## config.mk

```make
export PLATFORM = sky130hd
export DESIGN_NAME = seg_scan_driver
export DESIGN_NICKNAME = d
export VERILOG_FILES = /design/src/rtl/seg_scan_driver.sv
export SDC_FILE = /design/constraint.sdc
export NUM_CORES = 1
export LEC_CHECK = 0
export ABC_AREA = 1
export BUFFER_PORTS_ARGS = -buffer_cell sky130_fd_sc_hd__buf_2
export CAP_MARGIN = 20
export CELL_PAD_IN_SITES_DETAIL_PLACEMENT = 1
export CELL_PAD_IN_SITES_GLOBAL_PLACEMENT = 1
export CORE_MARGIN = 1.5
export CORE_UTILIZATION = 47
export DETAILED_ROUTE_END_ITERATION = 6
export PLACE_DENSITY_LB_ADDON = 0.25
export SYNTH_ARGS = -nofsm -noshare
export SYNTH_HDL_FRONTEND = slang
export SYNTH_SLANG_ARGS = --single-unit
```

## constraint.sdc

```tcl
create_clock -name clk -period 5.3 [get_ports clk]
set_input_delay 0 -clock clk [delete_from_list [all_inputs] [get_ports clk]]
set_output_delay 0 -clock clk [all_outputs]
set_load 0.05 [all_outputs]
```

## src/rtl/seg_scan_driver.sv

```systemverilog
// seg_scan_driver: time-multiplexed seven-segment driver with a frame-synchronous shadow buffer.
// Latency: all outputs registered; a write is first displayed on digit 0 after the next frame boundary.
// Backpressure: none; wr_en is always accepted and later writes within a frame overwrite earlier ones.
module seg_scan_driver #(
  parameter int NUM_DIGITS   = 4,
  parameter int DWELL_CYCLES = 1000,
  parameter int BLANK_CYCLES = 16
) (
  input  logic                    clk,
  input  logic                    rst,
  input  logic                    wr_en,
  input  logic [4*NUM_DIGITS-1:0] wr_data,
  input  logic [NUM_DIGITS-1:0]   wr_blank,
  input  logic [NUM_DIGITS-1:0]   wr_dp,
  output logic [NUM_DIGITS-1:0]   dig_sel,
  output logic [6:0]              seg,
  output logic                    dp,
  output logic                    frame_done,
  output logic                    commit
);

  // The counter is shared by both states, so it is sized for the longer one.
  localparam int CNT_MAX = (DWELL_CYCLES > BLANK_CYCLES) ? DWELL_CYCLES : BLANK_CYCLES;
  localparam int CNT_W   = (CNT_MAX > 1) ? $clog2(CNT_MAX) : 1;
  localparam int IDX_W   = (NUM_DIGITS > 1) ? $clog2(NUM_DIGITS) : 1;

  localparam logic [CNT_W-1:0] DWELL_LAST = CNT_W'(DWELL_CYCLES - 1);
  localparam logic [CNT_W-1:0] BLANK_LAST = CNT_W'(BLANK_CYCLES - 1);
  localparam logic [IDX_W-1:0] IDX_LAST   = IDX_W'(NUM_DIGITS - 1);

  // One complete display image: nibbles, per-digit blank mask and decimal points.
  typedef struct packed {
    logic [4*NUM_DIGITS-1:0] data;
    logic [NUM_DIGITS-1:0]   blank;
    logic [NUM_DIGITS-1:0]   dp;
  } disp_t;

  typedef enum logic {
    ST_BLANK = 1'b0,
    ST_SHOW  = 1'b1
  } state_t;

  // Active-high segment pattern {g,f,e,d,c,b,a} for one hex digit.
  function automatic logic [6:0] hex_decode(input logic [3:0] nib);
    logic [6:0] s;
    case (nib)
      4'h0: s = 7'h3F;
      4'h1: s = 7'h06;
      4'h2: s = 7'h5B;
      4'h3: s = 7'h4F;
      4'h4: s = 7'h66;
      4'h5: s = 7'h6D;
      4'h6: s = 7'h7D;
      4'h7: s = 7'h07;
      4'h8: s = 7'h7F;
      4'h9: s = 7'h6F;
      4'hA: s = 7'h77;
      4'hB: s = 7'h7C;
      4'hC: s = 7'h39;
      4'hD: s = 7'h5E;
      4'hE: s = 7'h79;
      default: s = 7'h71;
    endcase
    return s;
  endfunction

  state_t           state_q, state_d;
  logic [CNT_W-1:0] cnt_q, cnt_d;
  logic [IDX_W-1:0] idx_q, idx_d;
  logic             frame_end;

  disp_t act_q, act_d;
  disp_t shd_q, shd_d;
  logic  pending_q, pending_d;

  logic [NUM_DIGITS-1:0] dig_sel_q, dig_sel_d;
  logic [6:0]            seg_q, seg_d;
  logic                  dp_q, dp_d;
  logic                  frame_done_q;
  logic                  commit_q, commit_d;

  // Scan state register: current phase, cycle count within the phase, digit index.
  always_ff @(posedge clk or posedge rst) begin
    if (rst) begin
      state_q <= ST_BLANK;
      cnt_q   <= '0;
      idx_q   <= '0;
    end else begin
      state_q <= state_d;
      cnt_q   <= cnt_d;
      idx_q   <= idx_d;
    end
  end

  // Next-state logic: BLANK guard then SHOW dwell per digit; the last digit's SHOW ends the frame.
  always_comb begin
    state_d   = state_q;
    cnt_d     = cnt_q + 1'b1;
    idx_d     = idx_q;
    frame_end = 1'b0;
    case (state_q)
      ST_BLANK: begin
        if (cnt_q == BLANK_LAST) begin
          state_d = ST_SHOW;
          cnt_d   = '0;
        end
      end
      ST_SHOW: begin
        if (cnt_q == DWELL_LAST) begin
          state_d = ST_BLANK;
          cnt_d   = '0;
          if (idx_q == IDX_LAST) begin
            idx_d     = '0;
            frame_end = 1'b1;
          end else begin
            idx_d = idx_q + 1'b1;
          end
        end
      end
      default: begin
        state_d = ST_BLANK;
        cnt_d   = '0;
        idx_d   = '0;
      end
    endcase
  end

  // Display buffers: writes land in the shadow; the active image only changes at a frame end.
  // A write coinciding with the frame end goes straight through so it is not held a whole frame.
  always_comb begin
    act_d     = act_q;
    shd_d     = shd_q;
    pending_d = pending_q;
    commit_d  = 1'b0;
    if (wr_en) begin
      shd_d.data  = wr_data;
      shd_d.blank = wr_blank;
      shd_d.dp    = wr_dp;
      pending_d   = 1'b1;
    end
    if (frame_end) begin
      if (wr_en) begin
        act_d.data  = wr_data;
        act_d.blank = wr_blank;
        act_d.dp    = wr_dp;
        pending_d   = 1'b0;
        commit_d    = 1'b1;
      end else if (pending_q) begin
        act_d     = shd_q;
        pending_d = 1'b0;
        commit_d  = 1'b1;
      end
    end
  end

  // Buffer registers; reset discards both images and any pending write.
  always_ff @(posedge clk or posedge rst) begin
    if (rst) begin
      act_q     <= '0;
      shd_q     <= '0;
      pending_q <= 1'b0;
    end else begin
      act_q     <= act_d;
      shd_q     <= shd_d;
      pending_q <= pending_d;
    end
  end

  // Output image for the upcoming cycle, derived from the next scan state so the pins are registered.
  always_comb begin
    dig_sel_d = '0;
    seg_d     = '0;
    dp_d      = 1'b0;
    if (state_d == ST_SHOW) begin
      dig_sel_d = NUM_DIGITS'(1) << idx_d;
      if (!act_d.blank[idx_d]) begin
        seg_d = hex_decode(act_d.data[{idx_d, 2'b00} +: 4]);
        dp_d  = act_d.dp[idx_d];
      end
    end
  end

  // Output registers; reset clears the pins immediately without waiting for a clock.
  always_ff @(posedge clk or posedge rst) begin
    if (rst) begin
      dig_sel_q    <= '0;
      seg_q        <= '0;
      dp_q         <= 1'b0;
      frame_done_q <= 1'b0;
      commit_q     <= 1'b0;
    end else begin
      dig_sel_q    <= dig_sel_d;
      seg_q        <= seg_d;
      dp_q         <= dp_d;
      frame_done_q <= frame_end;
      commit_q     <= commit_d;
    end
  end

  assign dig_sel    = dig_sel_q;
  assign seg        = seg_q;
  assign dp         = dp_q;
  assign frame_done = frame_done_q;
  assign commit     = commit_q;

endmodule

```

==> results of run 1 <==
[final timing paths]
path / startpoint / end
max: pending_q / seg[0]
min in group asynchronous: rst / act_q[11]
max reg2reg: pending_q / seg[0]
min reg2reg: cnt_q[0] / cnt_q[0]
max in group asynchronous: rst / cnt_q[7]
min: wr_en / shd_q[11]
[per-stage QoR]
stage	cells	utilization [%]	hold slack, ns	instance area (um2)	power [mW]
global placement	646	52.1	0.224	4300	0.685
CTS	687	57.9	0.119	4780	1.21
finish	687	57.9	0.116	4780	1.20
floorplan	512	-	0.129	4030	0.662
detailed placement	646	52.1	0.223	4300	0.689
global route	687	57.9	0.137	4780	1.24
[power by group]
part	total, mW	leakage [nW]	internal, mW	switching (mW)
Clock	0.505	0.105	0.277	0.229
Sequential	0.605	0.908	0.598	0.00751
Combinational	0.0875	1.52	0.0354	0.0520
[cell usage in the layout (no fill, tap or decap), types with 3 or more instances in the layout]
| cell type | netlist | routed |
|---|---|---|
| nand2_1 | 202 | 202 |
| dfrtp_1 | 76 | 76 |
| inv_1 | 44 | 43 |
| buf_2 | 4 | 40 |
| nor2_1 | 39 | 39 |
| dlygate4sd3_1 | 0 | 25 |
| o21ai_0 | 23 | 23 |
| nand3_1 | 22 | 22 |
| nand2_2 | 20 | 20 |
| clkbuf_8 | 0 | 10 |
| nor2_4 | 9 | 9 |
| a21oi_1 | 8 | 8 |
| ha_1 | 8 | 8 |
| inv_2 | 6 | 7 |
| nor2_2 | 7 | 7 |
| a21boi_0 | 5 | 5 |
| nor3_1 | 3 | 3 |
| clkinvlp_4 | 0 | 3 |
[layer usage]
| layer | global-route usage, % | share of wire (%) |
|---|---|---|
| met1 | 31.5 | 43 |
| met2 | 47.2 | 51 |
| met3 | 4.86 | 3.5 |
| met4 | 11.6 | 2.4 |
| met5 | 0 | 0 |
[worst reg2reg max path, stage by stage, from the launching register on]
cell and delay, ns:
dfrtp_1 0.73, inv_1 0.40, o21ai_0 0.27, o21a_1 0.13, o21ai_0 0.13, nand2_1 0.11
nand2_1 0.10, nor2_4 0.19, inv_1 0.09, ha_1 0.24, inv_1 0.10, nand3_1 0.11
nand3_1 0.10, nand2_1 0.05, nor2_1 0.10
[logic make-up after synthesis]
kind of cell | after synthesis
AOI/OAI and AO/OA | 43
xor gates and xnor gates | 2
adders and majority gates | 8
buffers and inverters | 63
DFF | 76
and+or+nand+nor | 320
[registers in the layout, indices dropped and copies added (netlist names)]
register	cells
act_q	24
shd_q	24
cnt_q	10
seg	7
dig_sel	4
idx_q	2
commit	1
dp	1
frame_done	1
pending_q	1
state_q	1
[final cells by class]
cell class,instances,area share (%)
clock buffer,10,2.88
clock inverter,6,1.83
inverter,51,4.03
multi-input combinational,373,39.1
sequential,76,39.8
tap,105,2.75
timing repair buffer,66,9.58
==> key figures, run 1 <==
Status
  • Run status: finished, final reports clean

Timing
  • Clock skew: 0.0143 ns
  • Worst-margin pin slew: 0.972 ns
  • RSZ-0062 raised after global routing: false
  • Tcrit/Tclk final: 54.9%
  • Fmax: 343 MHz
  • Setup TNS Final: 0 ns
  • Final Hold Violating Endpoints: 0
  • Relative slew slack: 35.2%
  • Final Max Tran Viols: 0
  • Fin worst setup slack: 2.39 ns
  • Final setup viols: 0
  • Minimum clock period: 2.91 ns

Setup path
  • CP Launch Type: flop
  • Sum of buffers and inverters on the critical path: 3
  • R2r worst-path depth: 14
  • Internal reg-to-reg setup slack: 2.39 ns
  • Worst path max stage delay: 0.73 ns
  • Crit path depth: 14
  • CP endpoint kind: flop
  • Crit path max-delay family: simple AND/OR/NAND/NOR gates
  • Critical Path Fanout Max: 20
  • Critical path data required time: 5.59 ns
  • Critical path class: flop to flop
  • CP Cell Sequence: inv_1, o21ai_0, o21a_1, o21ai_0, nand2_1, nand2_1, nor2_4, inv_1, ha_1, inv_1, nand3_1, nand3_1, nand2_1, nor2_1
  • CP max-delay cell: dfrtp_1
  • Crit path DAT: 3.20 ns

Global route
  • First-pass GRT wire length: 18200 um
  • Vias in the first global route: 3792
  • Largest net degree at the start of global routing: 77
  • Overflow after GRT: 0
  • GRT Total Usage: 26.8%
  • Initial antenna violation count: 0

Floorplanning
  • Die Y: 95.6 um
  • Starting Density: 48.8%
  • Chip width: 95.6 um
  • Rows: 33
  • I/O pin count: 41
  • Core Box Area: 8260 um2
  • Die footprint: 9140 um2

Synth
  • Largest family of logic cells by synthesized area: simple AND/OR/NAND/NOR gates
  • Synth Area in Adders: 2.48%
  • Syn_nets: 547
  • Primary FF master, synth: dfrtp_1
  • Xor-xnor portion of the synthesized cell area: 0.435%
  • Cell count after synthesis: 512
  • Leading area contributor after synthesis: dfrtp_1
  • Part of the Yosys area used for sequential elements: 47.2%
  • Synth cell count leaders: 202 x nand2_1, 76 x dfrtp_1, 44 x inv_1
  • Share of the synthesized area in the top cell type: 47.2%
  • Syn Std Cell Area: 4030 um2
  • Yosys cell types: 38
  • Top-count cell post-synth: nand2_1
  • Simple-gate share of the synthesized area: 37.5%
  • Area fraction in compound gates after synthesis: 6.02%
  • Syn Area/Cell: 7.87 um2
  • Asr flop ratio synth: 100%
  • Post-synthesis mux area share: 0%
  • Synth warn: 0
  • Synth top area cells: dfrtp_1 47%, nand2_1 19%, inv_1 4.1%
  • Post-synth EDFFs: 0
  • #FFs+latches synth: 76

Placement
  • Dpl ws: 2.38 ns
  • Post-DP HPWL: 7510 um
  • RePlAce Congestion: 0.796
  • I/O Buffers: 40

Clock tree
  • Htree depth: 3
  • Hold buffer count at cts: 25
  • Clk Latency, worst-skew pair: 0.37 ns
  • CTS Buffer Depth: 2
  • Setup bufs post-CTS: 0
  • Post-CTS sizing: 0
  • Clock Tree Root: clkbuf_8
  • Register clock-pin slew on the reported worst setup and hold paths: 0.09 ns
  • Clock sink total: 76
  • CTS tree: done
  • Number of buffers created by CTS: 9

Detailed routing
  • DR DRC count: 0
  • Wire length per cell: 15.8 um
  • Vias per cell: 5.09
  • Drt first-iter violations: 105
  • Routed wire length: 10900 um
  • Via count: 3494
  • Routed Antenna Nets: 0
  • First-pass iteration count of the detailed router: 5

Flow run
  • MaxCap Viol Count: 0

Power
  • Pleak: 2.53 nW
  • PwrDens: 251 nW/um2
  • Peak VDD IR: 0.143 mV

Finish
  • Share of cells above drive strength 1: 19.8%
  • Antenna diodes: 0
  • Fillcell total: 1018
  • Area growth, synth to finish: 18.6%
  • Multi-input gate area: 1870 um2
  • Final nets: 612
  • Register Area: 1900 um2

Min path
  • HP Class: primary input to flop
  • Worst Hold Path Cells: 3
No activity file was read; power rests on OpenSTA's default activity.
==> run 2, diff against run 1 <==
--- a/config.mk
+++ b/config.mk
@@ -5,13 +5,13 @@
 export SDC_FILE = /design/constraint.sdc
 export NUM_CORES = 1
 export LEC_CHECK = 0
-export ABC_AREA = 1
+export ABC_AREA = 0
 export BUFFER_PORTS_ARGS = -buffer_cell sky130_fd_sc_hd__buf_2
 export CAP_MARGIN = 20
 export CELL_PAD_IN_SITES_DETAIL_PLACEMENT = 1
 export CELL_PAD_IN_SITES_GLOBAL_PLACEMENT = 1
 export CORE_MARGIN = 1.5
-export CORE_UTILIZATION = 47
+export CORE_UTILIZATION = 42
 export DETAILED_ROUTE_END_ITERATION = 6
 export PLACE_DENSITY_LB_ADDON = 0.25
 export SYNTH_ARGS = -nofsm -noshare
==> constraint.sdc (replaced) <==
create_clock -name clk -period 2.6 [get_ports clk]
set_input_delay 0 -clock clk [delete_from_list [all_inputs] [get_ports clk]]
set_output_delay 0 -clock clk [all_outputs]
set_load 0.05 [all_outputs]
==> run 2 against run 1 <==
Effect of this change: the flow now finishes with violations (setup timing); die area shrank 0.25%; highest routed layer unchanged; largest power group unchanged; clock skew up 0.0041 ns; power up 100%.
==> key figures, run 2 <==
Status
  • Run status: complete, but fails checks
  • Failing checks: setup timing

Floorplanning
  • I/O pin count: 41 (unchanged)
  • Die Y: 95.5 um (-0.13%)
  • Chip width: 95.5 um (-0.13%)
  • Rows: 33 (unchanged)
  • Core Box Area: 8260 um2 (unchanged)
  • Starting Density: 43.5% (-5.3 points)
  • Die footprint: 9110 um2 (-0.25%)

Timing
  • Final hold slack: 0.158 ns (+0.0421 ns)
  • Tcrit/Tclk final: 117% (+62 points)
  • Fin worst setup slack: -0.449 ns (-2.84 ns)
  • Final Hold Violating Endpoints: 0 (unchanged)
  • Fmax: 328 MHz (-4.5%)
  • Final Max Tran Viols: 0 (unchanged)
  • Clock skew: 0.0185 ns (+0.00415 ns)
  • Setup TNS Final: -2.65 ns (-2.65 ns)
  • Final setup viols: 8 (+8)
  • Relative slew slack: 53.5% (+18 points)
  • Worst-margin pin slew: 0.692 ns (-0.280 ns)
  • RSZ-0062 raised after global routing: true
  • Minimum clock period: 3.05 ns (+0.137 ns)

Power
  • Pleak: 2.40 nW (-5.5%)
  • Switching Share: 28.0% (+4.0 points)
  • Power consumption: 2.42 mW (+100%)
  • Peak VDD IR: 0.406 mV (+180%)
  • P_int: 1.74 mW (+91%)
  • Clock power share: 35.5% (-6.7 points)
  • PwrDens: 479 nW/um2 (+91%)
  • Gate power share: 12.4% (+5.1 points)
  • Seq pwr share: 52.1% (+1.6 points)
  • Net Sw Power: 0.678 mW (+140%)

Clock tree
  • CTS Buffer Depth: 2 (unchanged)
  • Number of buffers created by CTS: 9 (unchanged)
  • Htree depth: 3 (unchanged)
  • Clock Tree Root: clkbuf_8
  • Clk Latency, worst-skew pair: 0.37 ns (about the same)
  • CTS tree: done
  • Register clock-pin slew on the reported worst setup and hold paths: 0.09 ns (about the same)
  • Clock sink total: 76 (unchanged)

Finish
  • Final Core Density: 61.1% (+3.2 points)
  • Register Area: 1900 um2 (unchanged)
  • Final nets: 480 (-22%)
  • Share of cells above drive strength 1: 44.0% (+24 points)
  • Area growth, synth to finish: 40.5%
  • Commonest non-fill, non-tap cell in the layout: dfrtp_1
  • Most frequent cells in the layout: 76 x dfrtp_1, 68 x buf_4, 40 x buf_2
  • Multi-input gate area: 1720 um2 (-7.8%)
  • Fillcell total: 880 (-14%)
  • Largest regs: act_q x24, shd_q x24, cnt_q x10
  • Antenna diodes: 0 (unchanged)

Placement
  • RePlAce Congestion: 0.850 (+6.7%)
  • I/O Buffers: 40 (unchanged)
  • Post-DP HPWL: 6770 um (-9.9%)

Setup path
  • Internal reg-to-reg setup slack: -0.45 ns (-2.84 ns)
  • Critical path data required time: 2.86 ns (-2.73 ns)
  • R2r worst-path depth: 11 (-3)
  • R2r endpoint: seg[0]
  • R2R Path Start: cnt_q[0]
  • Critical Path Fanout Max: 5 (-75%)
  • Crit path DAT: 3.31 ns (+0.11 ns)
  • Critical path class: flop to flop
  • CP endpoint kind: flop
  • CP Launch Type: flop

Detailed routing
  • Metal3 WL: 365 um (-4.9%)
  • Vias per cell: 5.32 (+4.5%)
  • Routed Antenna Nets: 0 (unchanged)
  • Max layer used: met4
  • Routed wire length: 10500 um (-2.8%)
  • WL met2: 5410 um (-2.7%)
  • Via count: 2950 (-16%)
  • First-pass iteration count of the detailed router: 4 (-1)
  • DR DRC count: 0 (unchanged)
  • Met1 Routed Length: 4630 um (-0.41%)
  • Wire length per cell: 19.0 um (+20%)
  • Drt first-iter violations: 112 (+6.7%)

Synth
  • Leading area contributor after synthesis: dfrtp_1
  • Primary FF master, synth: dfrtp_1
  • Top-count cell post-synth: dfrtp_1
  • Syn Area/Cell: 11.6 um2 (+48%)
  • Synth top area cells: dfrtp_1 53%, mux2_2 10%, mux2i_1 3.6%
  • Syn_nets: 344 (-37%)
  • Post-synth EDFFs: 0 (unchanged)
  • Synth cell count leaders: 76 x dfrtp_1, 32 x mux2_2, 23 x nor2_1
  • #FFs+latches synth: 76 (unchanged)
  • Cell count after synthesis: 309 (-40%)
  • Part of the Yosys area used for sequential elements: 53.0% (+5.8 points)
  • Share of the synthesized area in the top cell type: 53.0% (+5.8 points)
  • Yosys cell types: 53 (+39%)
  • Synth warn: 0 (unchanged)
  • Asr flop ratio synth: 100% (unchanged)
  • Syn Std Cell Area: 3590 um2 (-11%)

Global route
  • Vias in the first global route: 3179 (-16%)
  • Initial antenna violation count: 0 (unchanged)
  • GRT Total Usage: 23.6% (-3.2 points)
  • Largest net degree at the start of global routing: 47 (-39%)
  • Overflow after GRT: 0 (unchanged)
  • First-pass GRT wire length: 15900 um (-13%)

Min path
  • Hold Startpoint: wr_en
  • Worst Hold Path Cells: 4 (+1)
  • HP Class: primary input to flop
  • Hold Path Sink: pending_q

Flow run
  • MaxCap Viol Count: 0 (unchanged)
## run 2: changes by cell type in the layout (fill, tap and decap cells not counted), moves of 7 or more
cell / change
nand2_1: -185
buf_4: +67
inv_1: -35
mux2_2: +30
nand2_2: -20
nor2_1: -16
o21ai_0: -16
nand3_1: -13
mux2i_1: +10
nor2_4: -9
nor2_2: -7
## run 2: worst max-delay path by stage
stage	from	slack [ns]	depth (start not counted)	end
3_5_place_dp	cnt_q[1]	-0.54	11	seg[0]
6_report	cnt_q[0]	-0.45	11	seg[0]
2_1_floorplan	cnt_q[4]	-0.43	11	seg[0]
4_1_cts	cnt_q[1]	-0.38	11	seg[0]
3_3_place_gp	cnt_q[0]	-0.39	11	seg[0]
5_1_grt	cnt_q[0]	-0.53	11	seg[0]
## run 2: final cells by class
type	count	share of cell area [%]
Timing Repair Buffer	139	20.7
Clock inverter	7	1.17
Multi-Input combinational cell	204	34.2
Inverter	15	1.17
Sequential cell	76	37.7
Tap cell	105	2.60
Clock buffer	9	2.46
## run 2: kinds of logic (layout without fill, tap and decap cells)
kind of cell | after synthesis | after routing | share of synthesized area, %
AO/OA/AOI/OAI | 61 | 61 | 11.7
XOR/XNOR | 6 | 6 | 1.46
adder cells (fa/ha/maj) | 8 | 8 | 2.79
buffers and inverters | 29 | 170 | 3.62
flip-flops | 76 | 76 | 53.0
multiplexers | 50 | 50 | 15.6
AND/OR/NAND/NOR | 79 | 79 | 11.9
## run 2: per-layer routing
metal  GRT usage [%]  vias to the layer above
met5               0                        -
met1            29.4                     1475
met2            41.0                       71
li1                -                     1388
met4            7.23                        0
met3            4.70                       16
## run 2: per-stage QoR
stage	worst slack [ns]	cell area, um2	std cells
finish	-0.449	5040	555
global route	-0.529	5040	555
CTS	-0.380	4920	550
detailed placement	-0.536	4370	499
global placement	-0.393	4370	499
floorplan	-0.432	3650	309
## run 2: power by group through the flow
stage | Clock [mW] | Combinational, mW | Sequential (mW)
4_1_cts | 0.870 | 0.284 | 1.26
6_report | 0.858 | 0.300 | 1.26
2_1_floorplan | 0 | 0.125 | 1.31
5_1_grt | 0.937 | 0.324 | 1.26
3_5_place_dp | 0 | 0.240 | 1.28
3_3_place_gp | 0 | 0.231 | 1.28
## run 2: worst max-delay path, cell delays in order, from the launching register on
cell      delay [ns]
dfrtp_1         0.40
ha_4            0.16
buf_6           0.09
nand3b_1        0.13
or4_4           0.60
o22a_1          0.24
mux2_4          0.30
mux2i_4         0.22
inv_2           0.08
ha_4            0.17
or4_4           0.43
o311ai_2        0.09
## run 2: what timing repair did
item                                    in CTS  in global routing
buffers inserted                            10                  5
pin swaps                                    7                  9
hold buffers                                25                  0
gates resized for setup                     11                 17
endpoints found under the setup margin       8                  8
endpoints found under the hold margin       54                  0
==> run 3, diff against run 2 <==
--- a/config.mk
+++ b/config.mk
@@ -11,7 +11,7 @@
 export CELL_PAD_IN_SITES_DETAIL_PLACEMENT = 1
 export CELL_PAD_IN_SITES_GLOBAL_PLACEMENT = 1
 export CORE_MARGIN = 1.5
-export CORE_UTILIZATION = 42
+export CORE_UTILIZATION = 46
 export DETAILED_ROUTE_END_ITERATION = 6
 export PLACE_DENSITY_LB_ADDON = 0.25
 export SYNTH_ARGS = -nofsm -noshare
==> constraint.sdc (replaced) <==
create_clock -name clk -period 3.2 [get_ports clk]
set_input_delay 0 -clock clk [delete_from_list [all_inputs] [get_ports clk]]
set_output_delay 0 -clock clk [all_outputs]
set_load 0.05 [all_outputs]
==> run 3 against run 2 <==
Effect of this change: the run now ends clean; count of clock-buffer cells in the layout stayed put; clock power fell by 3.0%; cell count fell by 8.6%; sequential cell count is the same.
==> key figures, run 3 (synthesis results as in run 2) <==
Status
  • Run status: finished, final reports clean

Setup path
  • R2r endpoint: seg[0]
  • CP max-delay cell: or4_1
  • R2r worst-path depth: 11 (unchanged)
  • Worst path max stage delay: 0.52 ns (-0.08 ns)
  • Critical Path Fanout Max: 5 (unchanged)
  • Critical path class: flop to flop
  • Internal reg-to-reg setup slack: 0.14 ns (+0.59 ns)
  • Crit path from: cnt_q[1]
  • CP Cell Sequence: ha_4, and4b_1, nand2_1, or4_4, o22a_1, mux2_2, mux2i_1, inv_1, ha_1, or4_1, o311ai_1
  • CP endpoint kind: flop
  • R2R Path Start: cnt_q[1]
  • CP Launch Type: flop
  • Crit path DAT: 3.31 ns (about the same)
  • Critical path data required time: 3.45 ns (+0.59 ns)

Global route
  • Overflow after GRT: 0 (unchanged)
  • Largest net degree at the start of global routing: 33 (-30%)
  • GR Util met2: 40.1% (-0.85 points)
  • Gr busiest metal: met2
  • Vias in the first global route: 3024 (-4.9%)
  • GRT met3 Usage: 3.52% (-1.2 points)
  • Initial antenna violation count: 0 (unchanged)
  • GRT Total Usage: 23.6% (about the same)
  • First-pass GRT wire length: 15100 um (-5.0%)
  • Met1 usage: 29.8% (+0.36 points)

Timing
  • Final Max Tran Viols: 0 (unchanged)
  • Final Hold Violating Endpoints: 0 (unchanged)
  • Final setup viols: 0 (-8)
  • Fmax: 327 MHz (-0.33%)
  • Minimum clock period: 3.06 ns (+0.0101 ns)
  • Fin worst setup slack: 0.141 ns (+0.590 ns)
  • Setup TNS Final: 0 ns (+2.65 ns)
  • Tcrit/Tclk final: 95.6% (-22 points)
  • Relative slew slack: 51.7% (-1.8 points)
  • Worst-margin pin slew: 0.723 ns (+0.0309 ns)
  • Clock skew: 0.0137 ns (-0.00477 ns)

Clock tree
  • Htree depth: 3 (unchanged)
  • Clk Latency, worst-skew pair: 0.36 ns (about the same)
  • Register clock-pin slew on the reported worst setup and hold paths: 0.08 ns (about the same)
  • Clock sink total: 76 (unchanged)
  • CTS tree: done
  • CTS Buffer Depth: 2 (unchanged)
  • Clock Tree Root: clkbuf_8
  • Number of buffers created by CTS: 9 (unchanged)

Detailed routing
  • Routed wire length: 9400 um (-11%)
  • Routed Antenna Nets: 0 (unchanged)
  • DR DRC count: 0 (unchanged)
  • Vias per cell: 5.45 (+2.5%)
  • Via count: 2762 (-6.4%)
  • Drt first-iter violations: 63 (-44%)
  • First-pass iteration count of the detailed router: 4 (unchanged)
  • Wire length per cell: 18.5 um (-2.4%)

Placement
  • Post-DP HPWL: 6220 um (-8.1%)
  • Dpl ws: -0.0635 ns (+0.472 ns)
  • I/O Buffers: 40 (unchanged)
  • RePlAce Congestion: 0.874 (+2.8%)
  • Placed inst area: 4030 um2 (-7.7%)

Finish
  • Most frequent cells in the layout: 76 x dfrtp_1, 40 x buf_2, 32 x mux2_2
  • Area growth, synth to finish: 27.5%
  • Share of cells above drive strength 1: 33.1% (-11 points)
  • Fillcell total: 830 (-5.7%)
  • Multi-input gate area: 1610 um2 (-6.5%)
  • Final Core Density: 59.9% (-1.2 points)
  • Final nets: 435 (-9.4%)
  • Commonest non-fill, non-tap cell in the layout: dfrtp_1
  • Post-route cell area: 4580 um2 (-9.2%)
  • Register Area: 1900 um2 (unchanged)
  • Largest regs: act_q x24, shd_q x24, cnt_q x10
  • Antenna diodes: 0 (unchanged)

Min path
  • Hold Startpoint: wr_en
  • Worst Hold Path Cells: 2 (-2)
  • Hold Path Sink: shd_q[15]
  • HP Class: primary input to flop

Flow run
  • MaxCap Viol Count: 0 (unchanged)

Power
  • Power consumption: 2.06 mW (-15%)
  • Pleak: 2.19 nW (-8.6%)
  • Peak VDD IR: 0.213 mV (-47%)
  • PwrDens: 450 nW/um2 (-6.1%)

Floorplanning
  • Core Box Area: 7650 um2 (-7.4%)
  • Starting Density: 47.0% (+3.5 points)
  • Rows: 32 (-3.0%)
  • Die footprint: 8350 um2 (-8.4%)
  • Chip width: 91.4 um (-4.3%)
  • Die Y: 91.4 um (-4.3%)
  • I/O pin count: 41 (unchanged)
==> run 3: worst max path at each step <==
stage | slack [ns] | endpoint | cells after the start
global route | -0.04 | seg[0] | 10
floorplan | 0.003 | seg[0] | 11
CTS | 0.008 | seg[0] | 11
finish | 0.14 | seg[0] | 11
detailed placement | -0.06 | seg[0] | 11
global placement | 0.07 | seg[0] | 11
==> run 3: repair_timing <==
| item | 4_1_cts | 5_1_grt |
|---|---|---|
| gates cloned | 0 | 1 |
| pin swaps | 0 | 3 |
| hold buffers | 25 | 0 |
| hold endpoints to repair | 54 | 0 |
| setup endpoints to repair | 2 | 4 |
| buffers inserted | 0 | 6 |
| resized for setup | 1 | 4 |
==> run 3: cell type report <==
class                   instances  area share, %
repair buffers                 93           14.4
well taps                     102           2.79
clock inverters                 7           2.13
inverters                      15           1.23
clock buffers                   9           2.71
flip-flops and latches         76           41.5
multi-input cells             205           35.2
==> run 3: power by group <==
part / switching (mW) / internal (mW)
Sequential: 0.0160 / 1.01
Combinational: 0.113 / 0.0939
Clock: 0.389 / 0.443
==> run 3: routing by layer <==
| layer | up-vias | routed length (um) |
|---|---|---|
| met1 | 1411 | 4080 |
| met3 | 15 | 233 |
| met4 | 0 | 182 |
| met2 | 40 | 4910 |
| li1 | 1296 | - |
| met5 | - | 0 |
==> run 3: critical path, delay by kind of cell (launching register included) <==
kind	cells	cell delay [ns]
mux	2	0.44
simple gates	4	1.29
buf+inv	1	0.11
compound gates	2	0.28
flops	1	0.42
fa+ha+maj	2	0.41
==> run 3: through the flow <==
| step | hold WS [ns] | cells |
|---|---|---|
| 2_1_floorplan | 0.152 | 309 |
| 3_3_place_gp | 0.139 | 459 |
| 3_5_place_dp | 0.149 | 459 |
| 4_1_cts | 0.0901 | 500 |
| 5_1_grt | 0.109 | 507 |
| 6_report | 0.0866 | 507 |
